$ cat src/rtl/rf_write_queue_if.sv
// Bundles the writeback request handshake, array write port, bypass lookups and occupancy
// of the register-file write queue. The master side is the writeback/decode logic, the slave side is the queue.
interface rf_write_queue_if #(
  parameter int DATA_W   = 16,
  parameter int NUM_REGS = 16,
  parameter int ADDR_W   = 4
);
  // enq_valid/enq_ready: a request transfers on a rising edge where both are high;
  // enq_ready never depends on enq_valid or on the same cycle's drain.
  logic              enq_valid;
  logic              enq_ready;
  logic [ADDR_W-1:0] enq_addr;
  logic [DATA_W-1:0] enq_data;
  logic              hold;
  logic [NUM_REGS-1:0] wr_en_onehot;
  logic [DATA_W-1:0] wr_data;
  logic [ADDR_W-1:0] rd_addr1;
  logic [ADDR_W-1:0] rd_addr2;
  logic              byp_hit1;
  logic [DATA_W-1:0] byp_data1;
  logic              byp_hit2;
  logic [DATA_W-1:0] byp_data2;
  logic [ADDR_W:0]   count;

  modport master (
    output enq_valid, enq_addr, enq_data, hold, rd_addr1, rd_addr2,
    input  enq_ready, wr_en_onehot, wr_data, byp_hit1, byp_data1, byp_hit2, byp_data2, count
  );

  modport slave (
    input  enq_valid, enq_addr, enq_data, hold, rd_addr1, rd_addr2,
    output enq_ready, wr_en_onehot, wr_data, byp_hit1, byp_data1, byp_hit2, byp_data2, count
  );
endinterface

$ cat src/rtl/rf_write_queue.sv
// Register-file write queue: buffers writeback requests, drains one per cycle into a one-hot
// write port, and offers youngest-first bypass lookup over pending writes.
module rf_write_queue #(
  parameter int DATA_W   = 16,
  parameter int NUM_REGS = 16,
  parameter int ADDR_W   = 4,
  parameter int DEPTH    = 4
) (
  input  logic clk,
  input  logic rst,
  rf_write_queue_if.slave bus
);
  localparam int PTR_W = $clog2(DEPTH);
  localparam int CNT_W = ADDR_W + 1;
  localparam logic [CNT_W-1:0] FULL_CNT = CNT_W'(DEPTH);

  logic [PTR_W-1:0]    head_q, head_d, tail_q, tail_d;
  logic [CNT_W-1:0]    count_q, count_d;
  logic [ADDR_W-1:0]   ent_addr_q [DEPTH];
  logic [DATA_W-1:0]   ent_data_q [DEPTH];
  logic [NUM_REGS-1:0] wr_en_q, wr_en_d;
  logic [DATA_W-1:0]   wr_data_q, wr_data_d;

  logic enq_ready, push, pop;
  logic [ADDR_W-1:0] rd_addr [2];
  logic              hit     [2];
  logic [DATA_W-1:0] hit_data[2];

  // Writes to register 0 complete the handshake but are discarded.
  always_comb begin
    enq_ready = (count_q != FULL_CNT);
    push      = bus.enq_valid && enq_ready && (bus.enq_addr != '0);
    pop       = (count_q != '0) && !bus.hold;
  end

  always_comb begin
    head_d    = head_q;
    tail_d    = tail_q;
    count_d   = count_q;
    wr_en_d   = '0;
    wr_data_d = wr_data_q;
    if (push) tail_d = tail_q + PTR_W'(1);
    if (pop) begin
      head_d                      = head_q + PTR_W'(1);
      wr_en_d[ent_addr_q[head_q]] = 1'b1;
      wr_data_d                   = ent_data_q[head_q];
    end
    if (push && !pop)      count_d = count_q + CNT_W'(1);
    else if (!push && pop) count_d = count_q - CNT_W'(1);
  end

  always_ff @(posedge clk or negedge rst) begin
    if (!rst) begin
      head_q    <= '0;
      tail_q    <= '0;
      count_q   <= '0;
      wr_en_q   <= '0;
      wr_data_q <= '0;
      for (int i = 0; i < DEPTH; i++) begin
        ent_addr_q[i] <= '0;
        ent_data_q[i] <= '0;
      end
    end else begin
      head_q    <= head_d;
      tail_q    <= tail_d;
      count_q   <= count_d;
      wr_en_q   <= wr_en_d;
      wr_data_q <= wr_data_d;
      if (push) begin
        ent_addr_q[tail_q] <= bus.enq_addr;
        ent_data_q[tail_q] <= bus.enq_data;
      end
    end
  end

  // Oldest candidate first so that each younger match overrides: output stage, then head..tail-1.
  always_comb begin
    rd_addr[0] = bus.rd_addr1;
    rd_addr[1] = bus.rd_addr2;
    for (int p = 0; p < 2; p++) begin
      hit[p]      = 1'b0;
      hit_data[p] = '0;
      if (rd_addr[p] != '0) begin
        if (wr_en_q[rd_addr[p]]) begin
          hit[p]      = 1'b1;
          hit_data[p] = wr_data_q;
        end
        for (int k = 0; k < DEPTH; k++) begin
          if ((CNT_W'(k) < count_q) && (ent_addr_q[head_q + PTR_W'(k)] == rd_addr[p])) begin
            hit[p]      = 1'b1;
            hit_data[p] = ent_data_q[head_q + PTR_W'(k)];
          end
        end
      end
    end
  end

  assign bus.enq_ready    = enq_ready;
  assign bus.wr_en_onehot = wr_en_q;
  assign bus.wr_data      = wr_data_q;
  assign bus.byp_hit1     = hit[0];
  assign bus.byp_data1    = hit_data[0];
  assign bus.byp_hit2     = hit[1];
  assign bus.byp_data2    = hit_data[1];
  assign bus.count        = count_q;

  a_ptr_count : assert property (@(posedge clk) disable iff (!rst)
    (PTR_W'(tail_q - head_q) == count_q[PTR_W-1:0]) && (count_q <= FULL_CNT));
  a_onehot : assert property (@(posedge clk) disable iff (!rst) $onehot0(wr_en_q));
endmodule
$ cat src/flat_wrapper.sv
// flat-port wrapper written by rule: the top's interface ports become plain ports
module rf_write_queue_flat 
#(
  parameter int DATA_W   = 16,
  parameter int NUM_REGS = 16,
  parameter int ADDR_W   = 4,
  parameter int DEPTH    = 4
)
  (clk, rst, bus_enq_valid, bus_enq_addr, bus_enq_data, bus_hold, bus_rd_addr1, bus_rd_addr2, bus_enq_ready, bus_wr_en_onehot, bus_wr_data, bus_byp_hit1, bus_byp_data1, bus_byp_hit2, bus_byp_data2, bus_count);
  rf_write_queue_if #(.DATA_W(DATA_W), .NUM_REGS(NUM_REGS), .ADDR_W(ADDR_W)) bus_i ();
  input  logic clk;
  input  logic rst;
  input wire logic [$bits(bus_i.enq_valid)-1:0] bus_enq_valid;
  input wire logic [$bits(bus_i.enq_addr)-1:0] bus_enq_addr;
  input wire logic [$bits(bus_i.enq_data)-1:0] bus_enq_data;
  input wire logic [$bits(bus_i.hold)-1:0] bus_hold;
  input wire logic [$bits(bus_i.rd_addr1)-1:0] bus_rd_addr1;
  input wire logic [$bits(bus_i.rd_addr2)-1:0] bus_rd_addr2;
  output wire logic [$bits(bus_i.enq_ready)-1:0] bus_enq_ready;
  output wire logic [$bits(bus_i.wr_en_onehot)-1:0] bus_wr_en_onehot;
  output wire logic [$bits(bus_i.wr_data)-1:0] bus_wr_data;
  output wire logic [$bits(bus_i.byp_hit1)-1:0] bus_byp_hit1;
  output wire logic [$bits(bus_i.byp_data1)-1:0] bus_byp_data1;
  output wire logic [$bits(bus_i.byp_hit2)-1:0] bus_byp_hit2;
  output wire logic [$bits(bus_i.byp_data2)-1:0] bus_byp_data2;
  output wire logic [$bits(bus_i.count)-1:0] bus_count;
  assign bus_i.enq_valid = bus_enq_valid;
  assign bus_i.enq_addr = bus_enq_addr;
  assign bus_i.enq_data = bus_enq_data;
  assign bus_i.hold = bus_hold;
  assign bus_i.rd_addr1 = bus_rd_addr1;
  assign bus_i.rd_addr2 = bus_rd_addr2;
  assign bus_enq_ready = bus_i.enq_ready;
  assign bus_wr_en_onehot = bus_i.wr_en_onehot;
  assign bus_wr_data = bus_i.wr_data;
  assign bus_byp_hit1 = bus_i.byp_hit1;
  assign bus_byp_data1 = bus_i.byp_data1;
  assign bus_byp_hit2 = bus_i.byp_hit2;
  assign bus_byp_data2 = bus_i.byp_data2;
  assign bus_count = bus_i.count;
  rf_write_queue #(.DATA_W(DATA_W), .NUM_REGS(NUM_REGS), .ADDR_W(ADDR_W), .DEPTH(DEPTH)) u_core (.clk(clk), .rst(rst), .bus(bus_i));
endmodule
$ cat config.mk
export PLATFORM = sky130hd
export DESIGN_NAME = rf_write_queue_flat
export DESIGN_NICKNAME = d
export VERILOG_FILES = /design/src/rtl/rf_write_queue_if.sv /design/src/rtl/rf_write_queue.sv /design/src/flat_wrapper.sv
export SDC_FILE = /design/constraint.sdc
export NUM_CORES = 1
export LEC_CHECK = 0
export ABC_AREA = 1
export CAP_MARGIN = 25
export CORE_UTILIZATION = 60
export DETAILED_ROUTE_END_ITERATION = 8
export GPL_TIMING_DRIVEN = 0
export PLACE_DENSITY = 0.93
export SLEW_MARGIN = 20
export SYNTH_ARGS = -nofsm -noshare
export SYNTH_HDL_FRONTEND = slang
export SYNTH_SLANG_ARGS = --single-unit
export TNS_END_PERCENT = 30
$ cat constraint.sdc
create_clock -name clk -period 3.8 [get_ports clk]
set_input_delay 0.76 -clock clk [delete_from_list [all_inputs] [get_ports clk]]
set_output_delay 0.76 -clock clk [all_outputs]
set_load 0.05 [all_outputs]
* Word-level counts from Yosys, hierarchy flattened *
Cells that the tools add are included.

storage, ports and cells
  register bits after elaboration = 121
  input port bits = 32
  output and inout bits = 72
  word-level logic and storage cells = 133

cells by class
  add/subtract/negate cells = 6
  magnitude comparators = 14
  equal/unequal tests = 9
  muxes and demuxes = 63
  bitwise gates (word level) = 5
  reductions and logical operators = 23

operators by type and width
  kind                                                         number
  2-to-1 mux 16 bit                                            22
  binary-select mux 16 bit (select 2 bit)                      4
  bitwise mux 64 bit                                           1
  2-to-1 mux 4 bit                                             9
  binary-select mux 4 bit (select 2 bit)                       4
  demux 16 bit (select 2 bit)                                  1
  == test 4 bit                                                8
  bitwise mux 16 bit                                           1
  greater-or-equal comparator 3 bit (second input constant)    5
  logical AND 1 bit                                            15
  less-than comparator 4 x 5 -> 1 bit (second input constant)  3
  2-to-1 mux 1 bit                                             15
  NOT 2 -> 3 bit                                               5
  nonzero test 4 bit                                           3
  less-than comparator 1 x 5 -> 1 bit (first input constant)   2
  less-than comparator 2 x 5 -> 1 bit (first input constant)   2
  2-to-1 mux 5 bit                                             2
  binary-select mux 1 bit (select 4 bit)                       2
  demux 4 bit (select 2 bit)                                   1
  adder 5 x 1 -> 5 bit (second input constant)                 1
  inequality test 5 x 3 -> 1 bit (second input constant)       1
  nonzero test 5 bit                                           1
  subtractor 5 x 1 -> 5 bit (second input constant)            1
  adder 2 x 1 -> 2 bit (second input constant)                 2
  other kinds (6)                                              9

* Depth between registers and ports, before layout *
  depth after elaboration = 11
  mapped depth = 16
  depth with buffers taken out = 13

* Worst setup path before layout *
OpenSTA, ideal clock, no wires.

  kind = register to output
  start = register u_core.count_q[2] (netlist: u_core.bus.count[2])
  end = output port bus_byp_hit2
  data arrival time = 2841 ps
  data required time = 3040 ps
  slack = 199 ps
  stages on the path, launching flop included = 11
  buffers on the path = 2
  path through = dfrtp_1 clkbuf_2 inv_1 nand2_2 inv_1 o21ai_0 nand2_1 a211oi_4 nand2_2 buf_2 a31oi_1

on the way
  cells in the longest elaborated chain, start to end = 7
  elaborated cells between the ends (all ways) = 13

ends and longest elaborated chain
  element                              RTL line              text
  start, declared                      rf_write_queue.sv:18  logic [CNT_W-1:0] count_q, count_d;
  start signal, assigned               rf_write_queue.sv:66  count_q <= count_d;
  less-than comparator 1 x 5 -> 1 bit  rf_write_queue.sv:89  if ((CNT_W'(k) < count_q) && (ent_addr_q[head_q + PTR_W'(k)] == rd_addr[p])) begin
  logical AND 1 bit                    rf_write_queue.sv:89
  2-to-1 mux 1 bit (3 in a row)        rf_write_queue.sv:89
  2-to-1 mux 1 bit (*)                 rf_write_queue.sv:89
  2-to-1 mux 1 bit (*)                 rf_write_queue.sv:83  if (rd_addr[p] != '0) begin
  end, declared                        flat_wrapper.sv:24    output wire logic [$bits(bus_i.byp_hit2)-1:0] bus_byp_hit2;

Every way passes the cells marked *; elsewhere a longest branch is shown, timed or not.

* Final worst setup path *
  start = register u_core.head_q[0]
  end = output port bus_byp_data1[0]

on the way
  cells in the longest elaborated chain, start to end = 11
  elaborated cells between the ends (all ways) = 44

ends and longest elaborated chain
  element                                                                                                RTL line                                    text
  start, declared                                                                                        rf_write_queue.sv:17                        logic [PTR_W-1:0] head_q, head_d, tail_q, tail_d;
  start signal, assigned                                                                                 rf_write_queue.sv:54                        head_q <= '0;
  start signal, assigned                                                                                 rf_write_queue.sv:64                        head_q <= head_d;
  adder 2 x 1 -> 2 bit / NOT 2 -> 3 bit (equally long branches)                                          rf_write_queue.sv:89, rf_write_queue.sv:91
  NOT 2 -> 3 bit (not written as such) / binary-select mux 4 bit (select 2 bit) (equally long branches)  rf_write_queue.sv:89, rf_write_queue.sv:91
  binary-select mux 4 bit (select 2 bit) / 2-to-1 mux 4 bit (equally long branches)                      rf_write_queue.sv:89
  2-to-1 mux 4 bit (not written as such)                                                                 rf_write_queue.sv:89
  2-to-1 mux 4 bit (not written as such) / == test 4 bit (equally long branches)                         rf_write_queue.sv:89
  == test 4 bit / logical AND 1 bit (equally long branches)                                              rf_write_queue.sv:89
  logical AND 1 bit / 2-to-1 mux 16 bit (equally long branches)                                          rf_write_queue.sv:89
  2-to-1 mux 16 bit (2 in a row)                                                                         rf_write_queue.sv:89
  2-to-1 mux 16 bit (*)                                                                                  rf_write_queue.sv:89
  2-to-1 mux 16 bit (*)                                                                                  rf_write_queue.sv:83
  end, declared                                                                                          flat_wrapper.sv:23                          output wire logic [$bits(bus_i.byp_data1)-1:0] bus_byp_data1;

Every way passes the cells marked *; elsewhere a longest branch is shown, timed or not. The select of a mux whose other input is x is not followed.

==> metrics.csv <==
metric,value,unit
cp-start-kind,flop,
yosysTopAreaCellShare,31.2,%
cap_violations,0,
synth_compound_area_share,16.6,%
slew_headroom,56.6,%
grt_pass1_wl,54.1,mm
die_w,129,µm
critPathSlowestCell,dfrtp_1,
tightest_slew,0.652,ns
drtIter0Drc,1602,
ios,104,
cp_max_fo,10,
layout_common_cells,"492 x nand2_1, 211 x o21ai_0, 152 x nand3_1",
firstDrtPassIters,8,
core,0.0158,mm²
clk_pin_slew_worst_paths,0.07,ns
critPathTopFamily,buffers and inverters,
synth_cell_types,47,
critical-path-max-stage-delay,0.38,ns
violations,DRC,
synthTopCellsByArea,"dfrtp_1 31%, nand2_1 19%, o21ai_0 12%, nand3_1 7.9%, inv_1 5.6%",
status,"complete, but fails checks",
hold_path_class,in -> async,
drive_above_1_share,14.6,%
seq_area_frac_synth,31.2,%
synthSimpleGateAreaFrac,38.0,%
setup_viol,0,
drt_wl_total,34.0,mm
dp.cells,1856,
grt_usage,42.1,%
cp.arrival,2.99,ns
fmax,267,MHz
overflow,0,
clock-sinks,121,
ys.flop_type,dfrtp_1,
antenna_cells,0,
globalplace.congestion,0.974,
synthXorXnorAreaFrac,1.41,%
wl_per_cell,18.0,µm
synth_warnings,0,
period_minus_slack,3.75,ns
hold_viol_final,0,
fp.dieH,129,µm
cts_tree,done,
rsz0062_at_grt,yes,
ys_seq_elements,121,
synthAdderAreaFrac,1.16,%
num_rows,46,
port_buffers,101,
final-instance-count-excl-fill,1892,
antenna_found_initial,0,
final_common_cell,nand2_1,
final_nets,1704,
syn_avg_cell_area,6.31,µm²
cp_cell_sequence,buf_6 -> buf_2 -> o21ai_0 -> nand2_1 -> nand3_1 -> nand2_1 -> nor2_1 -> nand3_2 -> buf_2 -> nand3_1 -> nand2_1 -> a21oi_1 -> clkbuf_4,
endpoint_kind,output port,
finalSetupTns,0,ns
skew,0.0148,ns
dr_total_vias,11300,
drv_slew,0,
clockBufferDepth,2,
hold_buffers,0,
synth_edf_count,0,
synth_fp_nets,1579,
crit_buf_inv,4,
cts_max_level,4,
timing.final.crit_share,98.7,%
critPathMostFrequentCell,nand2_1,
synth_top_area_cell,dfrtp_1,
die-area,0.0167,mm²
root_buffer,clkbuf_16,
critical_path_required,3.04,ns
synthCells,1538,
drtAntennaViolNets,0,
worstSetupPathType,reg -> out,
grt_max_degree,73,
dp_hpwl,25.5,mm
syn_to_final_growth,21.1,%
cts_made_buffers,17,
start_util,61.3,%
drc,1,
synthesis.area,0.00970,mm²
grt_pass1_vias,10400,
clock_latency,0.44,ns
timing.hold.ws,0.271,ns
synth_mux_area_share,0.103,%
synth_top_family_by_area,simple AND/OR/NAND/NOR gates,
via_per_inst,5.95,
synthArstFlopShare,100,%
-- Yosys cell counts, drive strengths merged (3+ instances only) --
library cell	instances
dfrtp	121
or2	17
a21oi	37
nor2	107
nand2	512
o21ai	244
nand4	36
nor3	7
xor2	10
nand3	159
buf	50
inv	167
clkbuf	43
xnor2	3
ha	9
o211ai	6
-- routing by layer --
layer	up-vias	GRT usage [%]	wire (µm)
met4	0	15.6	1100
met2	823	65.3	15200
li1	5211	-	-
met5	-	0	0
met1	5110	58.4	13800
met3	116	8.09	3950
-- cell type report --
type / count / area [µm²]
repair buffers: 106 / 1010
inverters: 168 / 636
fillers: 1276 / 4070
clock buffers: 20 / 457
clock inverters: 12 / 165
plain buffers: 93 / 513
multi-input cells: 1156 / 5680
well taps: 216 / 270
flip-flops and latches: 121 / 3030
-- sequential cells by signal, summed over array words and instances (netlist names) --
name and count:
u_core.bus.wr_en_onehot 16, u_core.ent_addr_q 16, u_core.tail_q 2, u_core.ent_data_q 64
u_core.head_q 2, u_core.bus.count 5, u_core.bus.wr_data 16
-- path summary, 6_finish.rpt --
| check | start | endpoint | slack [ns] | depth (start not counted) |
|---|---|---|---|---|
| worst min register to register | u_core.ent_data_q[40]$_DFFE_PN0P_ | u_core.ent_data_q[40]$_DFFE_PN0P_ | 0.50 | 2 |
| worst min-delay path | rst | u_core.bus.wr_data[1]$_DFFE_PN0P_ | 0.27 | 1 |
| worst max-delay path | u_core.head_q[0]$_DFFE_PN0P_ | bus_byp_data1[0] | 0.05 | 13 |
| worst max register to register | u_core.bus.count[3]$_DFFE_PN0P_ | u_core.bus.count[2]$_DFFE_PN0P_ | 1.15 | 9 |
| min in group clk | u_core.ent_data_q[40]$_DFFE_PN0P_ | u_core.ent_data_q[40]$_DFFE_PN0P_ | 0.50 | 2 |
| max in group asynchronous | rst | u_core.ent_addr_q[9]$_DFFE_PN0P_ | 2.81 | 2 |
-- through the flow --
stage	utilization (%)	cell area, µm²	setup WS [ns]
floorplan	-	9700	0.199
global placement	69.4	11000	-2.60
detailed placement	69.6	11000	-0.944
CTS	72.9	11500	-0.0133
global route	74.3	11800	-0.0234
finish	74.3	11800	0.0479
-- cell families (layout without fill, tap and decap cells) --
group,after synthesis,count (layout)
mux,1,1
compound gates,291,291
fa+ha+maj,9,9
flops,121,121
xor+xnor,13,13
buf+inv,261,399
simple gates,842,842
-- timing repair --
item / 4_1_cts / 5_1_grt
endpoints found under the setup margin: 34 / 34
buffers inserted: 0 / 4
resized for setup: 205 / 95
pin swaps: 0 / 3
hold endpoints to repair: 0 / 0
Power is not shown: default switching activity piles up to over one toggle a cycle in this logic, so the estimate is an artifact.
